## src/rtl/rsa_modexp_unit.sv

```systemverilog
// Modular exponentiation c = m^e mod p using bit-serial Montgomery products, R = 2^WIDTH.
// Optional: RSA_MODEXP_CONST_TIME_EN runs a multiply for every exponent bit (fixed latency).
module rsa_modexp_unit #(
    parameter int WIDTH = 8
) (
    input  logic             clk,
    input  logic             rstb,
    input  logic             ena,
    input  logic             start_cmd,
    input  logic             stop_cmd,
    input  logic [WIDTH-1:0] rsa_p,
    input  logic [WIDTH-1:0] rsa_e,
    input  logic [WIDTH-1:0] rsa_m,
    input  logic [WIDTH-1:0] rsa_const,
    output logic [WIDTH-1:0] rsa_c,
    output logic             eoc,
    output logic             busy
);

    localparam int UW = WIDTH + 2;
    localparam int CW = $clog2(WIDTH + 1);
    localparam int IW = (WIDTH > 1) ? $clog2(WIDTH) : 1;

    typedef enum logic [2:0] {
        IDLE, LOAD, MP_X, MP_ONE, SQUARE, MULT, FINAL, DONE
    } state_t;

    state_t          state_reg;
    logic [WIDTH-1:0] p_reg, e_reg, m_reg, const_reg;
    logic [WIDTH-1:0] xbar_reg, a_reg;
    logic [UW-1:0]    u_reg;
    logic [CW-1:0]    cnt_reg;
    logic [IW-1:0]    bit_idx_reg;
`ifdef RSA_MODEXP_CONST_TIME_EN
    logic [WIDTH-1:0] dummy_reg;
`endif

    logic [WIDTH-1:0] op_a, op_b;
    logic [UW-1:0]    p_ext, u_add, u_odd, u_step;
    logic [WIDTH-1:0] mp_res;
    logic             mp_last, e_bit;

    // Operands of the Montgomery product depend only on which phase is running.
    always_comb begin
        op_a = '0;
        op_b = '0;
        case (state_reg)
            MP_X:    begin op_a = m_reg;     op_b = const_reg; end
            MP_ONE:  begin op_a = const_reg; op_b = WIDTH'(1); end
            SQUARE:  begin op_a = a_reg;     op_b = a_reg;     end
            MULT:    begin op_a = a_reg;     op_b = xbar_reg;  end
            FINAL:   begin op_a = a_reg;     op_b = WIDTH'(1); end
            default: begin op_a = '0;        op_b = '0;        end
        endcase
    end

    assign p_ext   = {2'b00, p_reg};
    assign u_add   = u_reg + (op_a[cnt_reg[IW-1:0]] ? {2'b00, op_b} : '0);
    assign u_odd   = u_add[0] ? (u_add + p_ext) : u_add;
    assign u_step  = u_odd >> 1;
    assign mp_res  = WIDTH'((u_reg >= p_ext) ? (u_reg - p_ext) : u_reg);
    assign mp_last = (cnt_reg == CW'(WIDTH));
    assign e_bit   = e_reg[bit_idx_reg];

    always_ff @(posedge clk or negedge rstb) begin
        if (!rstb) begin
            state_reg   <= IDLE;
            p_reg       <= '0;
            e_reg       <= '0;
            m_reg       <= '0;
            const_reg   <= '0;
            xbar_reg    <= '0;
            a_reg       <= '0;
            u_reg       <= '0;
            cnt_reg     <= '0;
            bit_idx_reg <= '0;
`ifdef RSA_MODEXP_CONST_TIME_EN
            dummy_reg   <= '0;
`endif
            rsa_c       <= '0;
            eoc         <= 1'b0;
            busy        <= 1'b0;
        end else if (ena) begin
            eoc <= 1'b0;
            if (stop_cmd && state_reg != IDLE) begin
                state_reg <= IDLE;
                busy      <= 1'b0;
                u_reg     <= '0;
                cnt_reg   <= '0;
            end else begin
                case (state_reg)
                    IDLE: begin
                        if (start_cmd && !stop_cmd) begin
                            state_reg <= LOAD;
                            busy      <= 1'b1;
                        end
                    end
                    LOAD: begin
                        p_reg       <= rsa_p;
                        e_reg       <= rsa_e;
                        m_reg       <= rsa_m;
                        const_reg   <= rsa_const;
                        bit_idx_reg <= IW'(WIDTH - 1);
                        u_reg       <= '0;
                        cnt_reg     <= '0;
                        if (!rsa_p[0] || rsa_p < WIDTH'(3)) begin
                            rsa_c     <= '0;
                            state_reg <= DONE;
                        end else begin
                            state_reg <= MP_X;
                        end
                    end
                    DONE: begin
                        eoc       <= 1'b1;
                        busy      <= 1'b0;
                        state_reg <= IDLE;
                    end
                    default: begin
                        if (!mp_last) begin
                            u_reg   <= u_step;
                            cnt_reg <= cnt_reg + CW'(1);
                        end else begin
                            u_reg   <= '0;
                            cnt_reg <= '0;
                            case (state_reg)
                                MP_X: begin
                                    xbar_reg  <= mp_res;
                                    state_reg <= MP_ONE;
                                end
                                MP_ONE: begin
                                    a_reg     <= mp_res;
                                    state_reg <= SQUARE;
                                end
                                SQUARE: begin
                                    a_reg <= mp_res;
`ifdef RSA_MODEXP_CONST_TIME_EN
                                    state_reg <= MULT;
`else
                                    if (e_bit) begin
                                        state_reg <= MULT;
                                    end else if (bit_idx_reg == '0) begin
                                        state_reg <= FINAL;
                                    end else begin
                                        bit_idx_reg <= bit_idx_reg - IW'(1);
                                        state_reg   <= SQUARE;
                                    end
`endif
                                end
                                MULT: begin
`ifdef RSA_MODEXP_CONST_TIME_EN
                                    // Clear exponent bits still pay for a multiply; the product is discarded.
                                    if (e_bit)
                                        a_reg <= mp_res;
                                    else
                                        dummy_reg <= mp_res;
`else
                                    a_reg <= mp_res;
`endif
                                    if (bit_idx_reg == '0) begin
                                        state_reg <= FINAL;
                                    end else begin
                                        bit_idx_reg <= bit_idx_reg - IW'(1);
                                        state_reg   <= SQUARE;
                                    end
                                end
                                FINAL: begin
                                    rsa_c     <= mp_res;
                                    state_reg <= DONE;
                                end
                                default: state_reg <= IDLE;
                            endcase
                        end
                    end
                endcase
            end
        end
    end

endmodule
```

## config.mk

```make
export PLATFORM = sky130hd
export DESIGN_NAME = rsa_modexp_unit
export DESIGN_NICKNAME = d
export VERILOG_FILES = /design/src/rtl/rsa_modexp_unit.sv
export SDC_FILE = /design/constraint.sdc
export NUM_CORES = 1
export LEC_CHECK = 0
export ABC_AREA = 1
export CAP_MARGIN = 20
export CORE_AREA = 4 4 105 107
export DETAILED_ROUTE_END_ITERATION = 10
export DIE_AREA = 0 0 109 111
export PLACE_DENSITY = 0.85
export SLEW_MARGIN = 5
export SYNTH_ARGS = -nofsm -noshare
export SYNTH_HDL_FRONTEND = slang
export SYNTH_SLANG_ARGS = --single-unit
```

## constraint.sdc

```tcl
create_clock -name clk -period 3.6 [get_ports clk]
set_input_delay 0.36 -clock clk [delete_from_list [all_inputs] [get_ports clk]]
set_output_delay 0.36 -clock clk [all_outputs]
set_load 0.01 [all_outputs]
```

==> run_results.csv, run 1 <==
group,metric,value,unit
detailed_routing,num_vias,5091,
power,power.internal,2820,uW
synth,ys.flop_type,"dfrtp_1",
placement,portBuffers,46,
placement,post_dp_cell_area,5910,um^2
setup_path,crit_start,"state_reg[1]",
synth,ys_warn_count,0,
sta,slew_headroom,0.342,
final_layout,largest_reg_flops,9,
detailed_routing,antenna_left,0,
sta,report.final.slew_viol_count,0,
detailed_routing,drt-pass1-iter-count,6,
power,clock_power_share,0.141,
final_layout,diodes,0,
power,powerDensity,792,nW/um^2
power,power_frac_comb,0.582,
cts,insertion_delay,0.37,ns
grt,grt_pass1_vias,4772,
synth,async_flop_share,1.00,
setup_path,crit_path_max_fanout,6,
grt,grt_max_degree,78,
hold_path,hold_path.class,"in2async",
power,power_switching,2350,uW
power,leakage,0.00333,uW
floorplanning,fp.dieW,109,um
cts,clock_sinks,77,
synth,syn-num-nets,742,
floorplanning,start_util,0.515,
floorplanning,ios,47,
grt,grt_pass1_wl,22200,um
setup_path,cp.required,3.86,ns
cts,path_clk_slew,0.08,ns
sta,max_freq,284,MHz
synth,synth_cell_types,44,
cts,cts_buffer_depth,2,
detailed_routing,drc,0,
cts,root_buffer,"clkbuf_8",
sta,setup_tns,0,ns
placement,post-dp-hpwl,10400,um
floorplanning,num_rows,37,
sta,period_share,0.978,
setup_path,critPathArrivalTime,3.78,ns
power,power_frac_seq,0.277,
synth,synth-edff-count,0,
sta,clock_skew,0.0126,ns
power,peakVddDrop,0.412,mV
sta,worst_pin_slew,0.986,ns
synth,netlist_area,5220,um^2
setup_path,critPathKind,"reg2reg",
final_layout,drive_above_1_share,0.187,
final_layout,areaGrowthSynthToFinish,25.2,%
detailed_routing,wl_per_cell,16.7,um
placement,place_congestion,0.940,
setup_path,reg2reg_depth,25,
sta,setup_violations,0,
sta,hold_viol,0,
power,swShare,0.455,
synth,synth_cells,674,
floorplanning,die_h,111,um
sta,rsz0062_at_grt,"yes",
status,status,"finished clean",
final_layout,nets,821,
final_layout,post-route-cell-area,6530,um^2
detailed_routing,postRouteWirelength,14900,um
detailed_routing,vias_per_cell,5.71,
floorplanning,die_area,12100,um^2
flow_run,drv_cap,0,
sta,whs,0.140,ns
sta,period_minus_slack,3.52,ns
synth,ys_seq_area_frac,0.369,
setup_path,r2r-start,"state_reg[1]",
setup_path,start_kind,"flop",
cts,htreeDepth,3,
setup_path,r2r_setup_slack,0.08,ns
synth,syn_area_per_cell,7.74,um^2
grt,grt_overflow,0,
grt,antenna_found_initial,0,
cts,cts_tree,"yes",
floorplanning,core,10100,um^2
detailed_routing,drtIter0Drc,424,
synth,ys_seq_elements,77,
setup_path,cp-end-kind,"flop",
setup_path,worstReg2RegEnd,"u_reg[8]",
cts,cts_buffers,9,
grt,track_usage,0.232,
==> cell usage in the layout (no fill, tap or decap), types with 3 or more instances in the layout <==
cell type,count
a21oi_1,21
a21oi_2,6
a221oi_2,3
buf_4,31
clkbuf_8,10
clkdlybuf4s50_1,45
dfrtp_1,74
dfrtp_2,3
ha_1,19
ha_4,8
inv_1,78
inv_2,9
mux2_4,20
nand2_1,189
nand2_2,6
nand2_4,4
nand3_1,65
nand3_2,4
nand4_1,21
nor2_1,37
nor2_2,3
nor2_4,11
o21ai_0,28
o21ai_1,7
o22ai_1,4
xnor2_1,4
xor2_1,5
xor2_2,3
==> timing repair <==
item / 4_1_cts / 5_1_grt
gates resized for setup: 1 / 68
buffers inserted: 2 / 11
hold buffers: 0 / 0
endpoints found under the setup margin: 2 / 7
pin swaps: 1 / 16
gates cloned: 0 / 2
hold endpoints to repair: 0 / 0
==> metal layers <==
metal / global-route usage / part of all wire
met5: 0 / 0
met4: 0.108 / 0.044
met3: 0.0588 / 0.059
met2: 0.386 / 0.49
met1: 0.277 / 0.41
==> cell type report <==
cell class / instances / area [um^2]
Tap cell: 136 / 170
Timing Repair Buffer: 77 / 694
Inverter: 89 / 338
Sequential cell: 77 / 1930
Fill cell: 825 / 3600
Multi-Input combinational cell: 499 / 3190
Clock buffer: 10 / 138
Clock inverter: 4 / 73.8
==> power groups by stage <==
stage               combinational [uW]  clock (uW)  sequential, uW
finish                            3010         729            1440
global route                      3300         776            1460
detailed placement                2580           0            1410
global placement                  2500           0            1400
CTS                               2620         737            1400
floorplan                         1880           0            1340
==> per-stage QoR <==
step	power [uW]	util	instances	worst slack, ns
floorplan	3220	-	674	0.127
CTS	4760	0.606	879	0.0248
finish	5180	0.644	892	0.0779
global route	5540	0.644	892	-0.160
detailed placement	3990	0.583	863	-0.0158
global placement	3900	0.583	863	0.113
==> worst max path at each step <==
stage                          end  cells after the start
after floorplan           u_reg[8]                     29
after global placement    u_reg[8]                     25
after detailed placement  u_reg[8]                     27
after CTS                 u_reg[8]                     25
after global routing      u_reg[8]                     25
final                     u_reg[8]                     25
==> kinds of logic after synthesis <==
kind of cell	synth area share
xor gates and xnor gates	0.0201
AOI/OAI and AO/OA	0.0918
adders and majority gates	0.0786
and+or+nand+nor	0.300
DFF	0.369
muxes	0.0618
buffers and inverters	0.0784
==> critical path: stages, from the launching register on <==
cell     delay (ns)
dfrtp_2        0.44
nand2_4        0.12
nand2_4        0.10
inv_2          0.06
nand2_1        0.07
nand4_1        0.10
nand3_1        0.12
nand3_2        0.10
nand2_4        0.16
nor2_2         0.06
ha_2           0.18
fa_2           0.37
nand3_2        0.11
nand3_4        0.10
xor2_2         0.17
ha_1           0.35
nand2_1        0.10
nand2_2        0.08
a21oi_2        0.14
nand2_1        0.06
nand2_1        0.08
nand2_1        0.07
nand3_1        0.06
nand2_1        0.05
nand3_1        0.07
nand2_1        0.06
==> cells in the mapped netlist, types with 3 or more instances <==
cell type	n	share of area
xnor2_1	4	0.0067
xor2_1	8	0.013
nand2_2	4	0.0048
dfrtp_1	77	0.37
buf_6	3	0.0065
a221oi_1	5	0.0084
nand2_1	195	0.14
inv_2	7	0.0050
nand3_1	69	0.066
nor2_1	45	0.032
nor2_4	3	0.0065
o21ai_0	33	0.032
clkbuf_1	4	0.0029
o22ai_1	4	0.0048
mux2_4	20	0.058
o21ai_1	3	0.0029
fa_1	3	0.012
ha_1	28	0.067
a21oi_1	25	0.024
inv_1	81	0.058
nand4_1	21	0.025
Note: power is estimated with default switching activity, not from simulation.
==> inputs of run 2 (changes only) <==
--- a/config.mk
+++ b/config.mk
@@ -5,12 +5,12 @@
 export SDC_FILE = /design/constraint.sdc
 export NUM_CORES = 1
 export LEC_CHECK = 0
-export ABC_AREA = 1
 export CAP_MARGIN = 20
-export CORE_AREA = 4 4 105 107
+export CORE_AREA = 4 4 119 121
+export CTS_CLUSTER_DIAMETER = 30
 export DETAILED_ROUTE_END_ITERATION = 10
-export DIE_AREA = 0 0 109 111
-export PLACE_DENSITY = 0.85
+export DIE_AREA = 0 0 123 125
+export PLACE_DENSITY = 0.68
 export SLEW_MARGIN = 5
 export SYNTH_ARGS = -nofsm -noshare
 export SYNTH_HDL_FRONTEND = slang
==> run_results.csv, run 2 <==
group,metric,value,unit
synth,netlist_area,4980,um^2
power,power_frac_comb,0.516,
setup_path,crit_slowest_cell,"dfrtp_2",
synth,synth_xor_area_frac,0.0246,
placement,dpl_worst_slack,-0.661,ns
setup_path,crit_path_max_fanout,6,
grt,grt_max_degree,78,
power,clock_power_share,0.185,
floorplanning,ios,47,
power,power_switching,1800,uW
setup_path,critPathKind,"reg2reg",
synth,ys.flop_type,"dfrtp_1",
sta,whs,0.177,ns
power,power.internal,2820,uW
hold_path,hold_path.class,"in2async",
sta,worst_slack,-0.747,ns
sta,period_minus_slack,4.35,ns
setup_path,cp_num_buf_inv,2,
power,power_frac_seq,0.299,
synth,synth_top_cell_by_area,"dfrtp_1",
synth,synth_cells,516,
grt,antenna_found_initial,0,
detailed_routing,num_vias,4460,
synth,ys_seq_elements,77,
detailed_routing,drtIter0Drc,343,
power,powerDensity,687,nW/um^2
sta,rsz0062_at_grt,"yes",
synth,synth_cell_types,61,
synth,ys_seq_area_frac,0.387,
setup_path,cp.required,3.84,ns
cts,clock_sinks,77,
sta,slew_headroom,0.349,
sta,setup_violations,7,
detailed_routing,vias_per_cell,5.49,
floorplanning,die_h,125,um
synth,synthSimpleGateAreaFrac,0.129,
floorplanning,core,13100,um^2
power,leakage,0.00297,uW
setup_path,critPathArrivalTime,4.59,ns
detailed_routing,postRouteWirelength,13700,um
synth,synth_compound_gate_area_share,0.195,
cts,cts.hold.buffers_added,0,
grt,grt_pass1_vias,4424,
placement,portBuffers,46,
status,status,"finished with violations",
grt,grt_overflow,0,
synth,synth.top_cell.area_share,0.387,
synth,syn-num-nets,584,
sta,period_share,1.21,
cts,cts_buffers,9,
detailed_routing,drc,0,
grt,track_usage,0.177,
cts,insertion_delay,0.34,ns
detailed_routing,antenna_left,0,
setup_path,cp-end-kind,"flop",
synth,synthMuxAreaShare,0.143,
setup_path,slowest_delay,0.45,ns
power,swShare,0.390,
synth,synth_common_cells,"77 x dfrtp_1, 54 x nor2_1, 42 x a21oi_1, 40 x mux2_2, 37 x o21ai_0",
floorplanning,die_area,15400,um^2
final_layout,final_common_cell,"dfrtp_1",
placement,post-dp-hpwl,10100,um
power,total_power,4630,uW
final_layout,nets,700,
flow_run,drv_cap,0,
sta,report.final.slew_viol_count,0,
final_layout,final_cell_mix,"75 x dfrtp_1, 74 x buf_4, 50 x nor2_1",
setup_path,crit_path_cell_trace,"buf_4, nand2_1, o221a_2, a32oi_1, and3_4, o32ai_4, buf_6, nor2_1, ha_1, a211oi_2, o21bai_1, a21oi_1, xnor2_1, ha_1, a21oi_1, o21ai_4, o21ai_2, a221oi_1, o31a_1, o32ai_2",
floorplanning,num_rows,42,
synth,synth_area_leaders,"dfrtp_1 39%, mux2_2 9.0%, ha_1 7.0%",
final_layout,areaGrowthSynthToFinish,35.1,%
sta,worst_pin_slew,0.976,ns
floorplanning,start_util,0.381,
synth,synthAdderAreaFrac,0.0823,
detailed_routing,wl_per_cell,16.9,um
sta,max_freq,230,MHz
sta,hold_viol,0,
synth,synth_top_family_by_area,"compound AO/OA/AOI/OAI gates",
power,peakVddDrop,0.352,mV
synth,synth-edff-count,0,
final_layout,diodes,0,
final_layout,drive_above_1_share,0.300,
cts,root_buffer,"clkbuf_16",
cts,path_clk_slew,0.06,ns
sta,clock_skew,0.00887,ns
cts,cts_tree,"yes",
placement,place_congestion,0.927,
cts,htreeDepth,3,
setup_path,start_kind,"flop",
synth,syn_area_per_cell,9.66,um^2
synth,async_flop_share,1.00,
placement,dp.cells,788,
status,violations,"setup timing",
final_layout,largest_reg_flops,9,
cts,cts_buffer_depth,2,
setup_path,critical_path.top_delay_family,"compound AO/OA/AOI/OAI gates",
detailed_routing,drt-pass1-iter-count,5,
synth,synth.most_common_cell,"dfrtp_1",
floorplanning,fp.dieW,123,um
final_layout,instances_no_fill,813,
grt,grt_pass1_wl,21900,um
synth,ys_warn_count,0,
run 2: cell types whose count changed after synthesis, moves of 17 or more:
cell,delta
mux2_4,-19
inv_1,-53
nand2_1,-159
a21oi_1,+17
nand3_1,-62
mux2i_1,+20
mux2_2,+38
run 2: layer usage:
| layer | part of all wire | track usage |
|---|---|---|
| met1 | 0.46 | 0.248 |
| met2 | 0.48 | 0.279 |
| met3 | 0.044 | 0.0330 |
| met4 | 0.018 | 0.0521 |
| met5 | 0 | 0 |
run 2: logic make-up (layout without fill, tap and decap cells):
kind of cell / count (synthesis) / after routing
AOI/OAI and AO/OA: 147 / 147
and+or+nand+nor: 137 / 137
DFF: 77 / 77
muxes: 63 / 63
buffers and inverters: 47 / 168
adders and majority gates: 31 / 31
xor gates and xnor gates: 14 / 14
run 2: timing repair:
| item | 4_1_cts | 5_1_grt |
|---|---|---|
| setup buffers | 4 | 6 |
| resized for setup | 28 | 30 |
| endpoints found under the setup margin | 8 | 8 |
| pin swaps | 5 | 8 |
run 2: worst paths after layout:
kind / to / start / cells past startpoint / slack (ns)
worst min-delay path: u_reg[8] / rstb / 1 / 0.18
min in group clk: rsa_c[3] / rsa_c[3] / 2 / 0.48
max in group asynchronous: state_reg[0] / rstb / 1 / 2.74
worst max-delay path: u_reg[8] / state_reg[2] / 20 / -0.75
worst max register to register: u_reg[8] / state_reg[2] / 20 / -0.75
worst min register to register: rsa_c[3] / rsa_c[3] / 2 / 0.48
run 2: stage by stage:
stage / setup TNS, ns / utilization / cell area (um^2)
after floorplan: -1.16 / - / 5030
after global placement: -2.40 / 0.468 / 6120
after detailed placement: -3.22 / 0.468 / 6120
after CTS: -1.97 / 0.499 / 6530
after global routing: -4.73 / 0.515 / 6740
final: -3.41 / 0.515 / 6740
run 2: cell type report:
class	instances	area [um^2]
clock inverters	5	35.0
well taps	176	220
fillers	1154	6350
repair buffers	123	1050
inverters	29	109
clock buffers	11	243
multi-input cells	392	3150
flip-flops and latches	77	1930
run 2: power groups by stage:
stage               logic, uW  clock network [uW]  registers (uW)
floorplan                1420                   0            1270
global placement         2030                   0            1360
detailed placement       2110                   0            1360
CTS                      2210                 867            1360
global route             2590                 903            1420
finish                   2390                 857            1380
run 2: worst reg2reg max path, delay by kind of cell, from the launching register on:
kind	cells	cell delay [ns]
compound gates	12	2.23
xor+xnor	1	0.17
fa+ha+maj	2	0.62
buf+inv	2	0.31
flops	1	0.45
simple gates	3	0.47
